[src/rtl/pipe_stage_skid.sv]
//------------------------------------------------------------------------------
// Module      : pipe_stage_skid
// Description : Pipeline-boundary register with a 2-entry skid buffer.
//               Moves a control bundle and a data bundle across a stage
//               boundary using a valid/ready handshake. in_ready is a
//               registered function of state only, so there is no
//               combinational path from out_ready back to in_ready.
//               Also provides a synchronous flush, bubble-safe control
//               (out_ctrl is zero whenever out_valid is low) and a
//               saturating back-pressure counter.
// Ports       : clk, rst_b (async, active-low)
//               in_valid / in_ready / in_ctrl / in_data   - upstream side
//               out_valid / out_ready / out_ctrl / out_data - downstream side
//               flush     - squash all held entries
//               stall_cnt - cycles with out_valid=1 and out_ready=0
// Revision    : 1.0 - initial release
//------------------------------------------------------------------------------
`default_nettype none

module pipe_stage_skid #(
  parameter int CTRL_W = 8,
  parameter int DATA_W = 32,
  parameter int CNT_W  = 16
) (
  input  logic              clk,
  input  logic              rst_b,
  input  logic              in_valid,
  output logic              in_ready,
  input  logic [CTRL_W-1:0] in_ctrl,
  input  logic [DATA_W-1:0] in_data,
  input  logic              flush,
  output logic              out_valid,
  input  logic              out_ready,
  output logic [CTRL_W-1:0] out_ctrl,
  output logic [DATA_W-1:0] out_data,
  output logic [CNT_W-1:0]  stall_cnt
);

  typedef enum logic [1:0] {
    ST_EMPTY = 2'd0,
    ST_ONE   = 2'd1,
    ST_FULL  = 2'd2
  } state_t;

  localparam logic [CNT_W-1:0] c_cnt_max = '1;

  state_t            r_state;
  logic              r_in_ready;
  logic              r_out_valid;
  logic [CTRL_W-1:0] r_main_ctrl;
  logic [DATA_W-1:0] r_main_data;
  logic [CTRL_W-1:0] r_skid_ctrl;
  logic [DATA_W-1:0] r_skid_data;
  logic [CNT_W-1:0]  r_stall_cnt;

  logic w_in_fire;
  logic w_out_fire;
  logic w_stall;

  assign w_in_fire  = in_valid & r_in_ready;
  assign w_out_fire = r_out_valid & out_ready;
  assign w_stall    = r_out_valid & ~out_ready;

  // Main register drives the outputs directly. Its control field is cleared
  // whenever the stage goes empty, so a bubble never carries stale enables.
  always_ff @(posedge clk or negedge rst_b) begin
    if (!rst_b) begin
      r_state     <= ST_EMPTY;
      r_in_ready  <= 1'b1;
      r_out_valid <= 1'b0;
      r_main_ctrl <= '0;
      r_main_data <= '0;
      r_skid_ctrl <= '0;
      r_skid_data <= '0;
      r_stall_cnt <= '0;
    end else begin
      // Back-pressure counter is independent of flush and never wraps.
      if (w_stall && (r_stall_cnt != c_cnt_max)) begin
        r_stall_cnt <= r_stall_cnt + 1'b1;
      end

      if (flush) begin
        // Data is deliberately left untouched; only validity and control
        // are squashed. Any same-cycle in_fire payload is dropped.
        r_state     <= ST_EMPTY;
        r_in_ready  <= 1'b1;
        r_out_valid <= 1'b0;
        r_main_ctrl <= '0;
        r_skid_ctrl <= '0;
      end else begin
        case (r_state)
          ST_EMPTY: begin
            if (w_in_fire) begin
              r_main_ctrl <= in_ctrl;
              r_main_data <= in_data;
              r_out_valid <= 1'b1;
              r_state     <= ST_ONE;
            end
          end
          ST_ONE: begin
            if (w_in_fire && w_out_fire) begin
              r_main_ctrl <= in_ctrl;
              r_main_data <= in_data;
            end else if (w_out_fire) begin
              r_main_ctrl <= '0;
              r_out_valid <= 1'b0;
              r_state     <= ST_EMPTY;
            end else if (w_in_fire) begin
              // Downstream stalled: park the new payload in the skid slot.
              r_skid_ctrl <= in_ctrl;
              r_skid_data <= in_data;
              r_in_ready  <= 1'b0;
              r_state     <= ST_FULL;
            end
          end
          ST_FULL: begin
            if (w_out_fire) begin
              r_main_ctrl <= r_skid_ctrl;
              r_main_data <= r_skid_data;
              r_in_ready  <= 1'b1;
              r_state     <= ST_ONE;
            end
          end
          default: begin
            r_state     <= ST_EMPTY;
            r_in_ready  <= 1'b1;
            r_out_valid <= 1'b0;
            r_main_ctrl <= '0;
          end
        endcase
      end
    end
  end

  assign in_ready  = r_in_ready;
  assign out_valid = r_out_valid;
  assign out_ctrl  = r_main_ctrl;
  assign out_data  = r_main_data;
  assign stall_cnt = r_stall_cnt;

endmodule

`default_nettype wire

[config.mk]
export PLATFORM = sky130hd
export DESIGN_NAME = pipe_stage_skid
export DESIGN_NICKNAME = d
export VERILOG_FILES = /design/src/rtl/pipe_stage_skid.sv
export SDC_FILE = /design/constraint.sdc
export NUM_CORES = 1
export LEC_CHECK = 0
export ABC_AREA = 1
export BUFFER_PORTS_ARGS = -buffer_cell sky130_fd_sc_hd__buf_2
export CAP_MARGIN = 10
export CORE_AREA = 2 2 103 105
export CTS_BUF_LIST = sky130_fd_sc_hd__clkbuf_8
export CTS_CLUSTER_DIAMETER = 200
export CTS_CLUSTER_SIZE = 16
export DETAILED_ROUTE_END_ITERATION = 12
export DIE_AREA = 0 0 105 107
export PLACE_DENSITY = 0.69
export SLEW_MARGIN = 20
export SYNTH_ARGS = -nofsm -noshare
export SYNTH_HDL_FRONTEND = slang
export SYNTH_SLANG_ARGS = --single-unit
[constraint.sdc]
create_clock -name clk -period 1.8 [get_ports clk]
set_input_delay 0.27 -clock clk [delete_from_list [all_inputs] [get_ports clk]]
set_output_delay 0.27 -clock clk [all_outputs]
set_load 0.005 [all_outputs]
==> out/results.tsv <==
stage	metric	value	unit
detailed_routing	drt pass-1 iters	6	
power_and_ir_drop	Leakage	2.934	nW
sta	setup violators final	0	
die	row count	37	
sta	period utilization	94.02	%
clock_tree	Clk Latency, worst-skew pair	0.36	ns
detailed_routing	drc violations	0	
synthesis	Seq/Total Area, Yosys	52.48	%
die	Core ar.	10090	µm²
die	die extent in x	105	µm
synthesis	Mean Syn Cell Area	7.965	µm²
worst_setup_path	r2r endpoint	stall_cnt[11]	
global_routing	initial antenna violation count	0	
global_routing	first-pass GRT wire length	18930	µm
placed_design	# port buffers	102	
worst_setup_path	crit-path max FO	14	
final_layout	share of cells above drive strength 1	20.54	%
detailed_routing	via count	4159	
clock_tree	Hold Buf Count CTS	1	
sta	Worst-Margin Slew	0.5072	ns
sta	clk_skew	0.006328	ns
worst_setup_path	CP peak stage delay	0.47	ns
worst_setup_path	Worst Setup End Kind	flop	
worst_setup_path	worst r2r src	stall_cnt[0]	
hold_path	hold_sp	in_data[28]	
worst_setup_path	critical path cell sequence	ha_1, nand3_2, inv_1, nand2_1, o21ai_4, nand2_2, nand2_1, nand2_1	
die	io pins	103	
clock_tree	# Post-CTS Setup Buffers	0	
worst_setup_path	Setup crit start kind	flop	
run_status	status	completed	
die	die area	11240	µm²
sta	Final Max Slew Viols	0	
detailed_routing	First DRT Iteration DRCs	233	
sta	min Tclk post-route	1.692	ns
hold_path	hold path cells	3	
detailed_routing	vias per inst	4.939	
global_routing	GR Overflow Total	0	
placed_design	GPL Wtd Cong	0.9675	
global_routing	GRT Util Overall	20.47	%
clock_tree	clock root buffer	clkbuf_8	
synthesis	post-synth top area cell	dfrtp_1	
die	Initial Utilization	47.27	%
worst_setup_path	Slowest-stage cell, CP	dfrtp_1	
worst_setup_path	arrival time worst endpoint	1.95	ns
final_layout	final core occ	56.17	%
worst_setup_path	Req. time, crit path	2.05	ns
synthesis	Synth cell types	27	
placed_design	hpwl dp	7555	µm
synthesis	EDFF count, synth	0	
synthesis	Syn Nets	645	
final_layout	Antenna Cells	0	
hold_path	Worst Hold Class	input pin to flop	
synthesis	dominant cells by area after synthesis	dfrtp_1 52%, nand2_1 15%, o21ai_1 4.9%	
sta	achievable clock frequency	590.9	MHz
synthesis	ys async rst share	100.0	%
power_and_ir_drop	PwrDens	1269	nW/µm²
synthesis	yosys warns	0	
clock_tree	CTS Sinks	100	
sta	Hold Violations, Final	0	
worst_setup_path	critical path class	flop to flop	
global_routing	vias in the first global route	4172	
synthesis	Cell Area, Synth	4771	µm²
worst_setup_path	FF-to-FF path depth	8	
clock_tree	H-tree Lvls	3	
final_layout	Syn-to-layout area delta	18.83	%
power_and_ir_drop	Max rail drop VDD	0.0005863	V
die	Die Y	107	µm
sta	setup TNS	0	ns
detailed_routing	wire per inst	12.74	µm
clock_tree	post-CTS sizing	0	
hold_path	Min-Delay Endpoint	r_skid_data[28]	
synthesis	Synth top area share	51.93	%
final_layout	Final nets	747	
global_routing	largest net degree at the start of global routing	65	
job	maxcap violations	0	
synthesis	synthesis-stage register bit count	100	
sta	unrepaired setup endpoints after global routing	false	
detailed_routing	Post-DRT Antenna Nets	0	
worst_setup_path	flop-to-flop setup slack	0.11	ns
detailed_routing	DRT Wirelength	10730	µm
clock_tree	CTS tree	yes	
clock_tree	maximum buffer depth of the clock tree	2	
sta	worst rel slew slack	66.19	%
worst_setup_path	Top cell by count, worst path	nand2_1	
synthesis	Cells after Synth	599	
synthesis	Synth Flop Type	dfrtp_1	
clock_tree	Worst-path clk slew	0.10	ns
clock_tree	total CTS buffers	9	
[area by class of cell]
type                    count  area (µm²)
repair buffers            115       650.6
clock buffers               9       123.9
inverters                  60       225.2
clock inverters             7       73.82
fillers                   965        4423
multi-input cells         415        1922
flip-flops and latches    100        2504
well taps                 136       170.2
[state kept, by name (all words and copies together) (netlist names)]
register     count
r_state          2
out_ctrl         8
r_skid_ctrl      8
out_data        32
stall_cnt       16
r_skid_data     32
in_ready         1
out_valid        1
[cells by family after synthesis]
group | synth area share (%)
flip-flops | 52.48
XOR/XNOR | 1.285
AND/OR/NAND/NOR | 24.18
AO/OA/AOI/OAI | 14.40
adder cells (fa/ha/maj) | 0.2622
buffers and inverters | 7.396
[stage by stage]
stage,cells,power [mW],hold slack (ns),setup slack (ns),area (µm²)
finish,842,7.194,0.1576,0.1077,5669
global route,842,7.766,0.1561,0.002240,5669
CTS,842,7.295,0.1408,0.1013,5669
detailed placement,825,5.826,0.2888,0.1264,5461
global placement,825,5.717,0.2798,0.2344,5461
floorplan,599,4.869,-0.02559,0.2498,4771
[layout by cell type (no fill, tap or decap)]
master / Yosys / final
nand2_1: 185 / 184
buf_2: 12 / 101
dfrtp_1: 99 / 99
inv_1: 56 / 56
nor2_1: 48 / 48
o21ai_1: 47 / 47
nand3_1: 39 / 39
o21ai_0: 33 / 33
a21oi_1: 18 / 18
o21a_1: 14 / 14
buf_4: 4 / 10
clkbuf_8: 0 / 9
o211ai_1: 8 / 8
nand4_1: 5 / 5
inv_2: 4 / 4
nand2_2: 3 / 4
xnor2_1: 4 / 4
xor2_1: 3 / 3
inv_6: 0 / 3
buf_12: 0 / 3
nor2_4: 1 / 2
clkinv_2: 0 / 2
nor2_2: 2 / 1
nand3_2: 1 / 1
o21ai_4: 1 / 1
o21ai_2: 1 / 1
a31oi_1: 1 / 1
ha_1: 1 / 1
clkinvlp_4: 0 / 1
bufinv_16: 0 / 1
dlygate4sd3_1: 0 / 1
dfstp_2: 1 / 1
[critical path: cells and delay by family (launching register included)]
family	cells	cell delay [ns]
adders and majority gates	1	0.28
and+or+nand+nor	5	0.61
AOI/OAI and AO/OA	1	0.15
DFF	1	0.47
buffers and inverters	1	0.08
[cell usage after synthesis, types with 2 or more instances]
cell type and instances:
nand2_2 3, clkbuf_1 7, nor2_1 48, nand4_1 5
o21ai_1 47, inv_2 4, buf_2 12, dfrtp_1 99
o21ai_0 33, xnor2_1 4, nand2_1 185, nand3_1 39
nor2_2 2, a21oi_1 18, inv_1 56, buf_4 4
xor2_1 3, o21a_1 14, o211ai_1 8
[routing by layer]
metal / up-vias / global-route usage (%) / part of all wire (%) / wire (µm)
met3: 13 / 2.979 / 4.7 / 500
met4: 0 / 8.190 / 1.6 / 170
met1: 1926 / 25.84 / 46 / 4921
li1: 2116 / - / - / -
met5: - / 0 / 0 / 0
met2: 104 / 35.48 / 48 / 5138
[how the worst max path moves through the flow]
stage                            start             to  cells after the start
after detailed placement  stall_cnt[0]  stall_cnt[15]                      8
after global placement    stall_cnt[0]  stall_cnt[15]                      8
after floorplan           stall_cnt[0]   stall_cnt[6]                      9
final                     stall_cnt[0]  stall_cnt[11]                      8
after CTS                 stall_cnt[0]  stall_cnt[11]                      8
after global routing      stall_cnt[0]  stall_cnt[11]                      8
[where the power goes]
| part | internal, mW | switching, mW | total, mW |
|---|---|---|---|
| clock | 0.653 | 0.802 | 1.45 |
| sequential | 3.05 | 0.439 | 3.49 |
| combinational | 0.956 | 1.30 | 2.25 |
| total | 4.66 | 2.54 | 7.19 |
No activity file was read; power rests on OpenSTA's default activity.
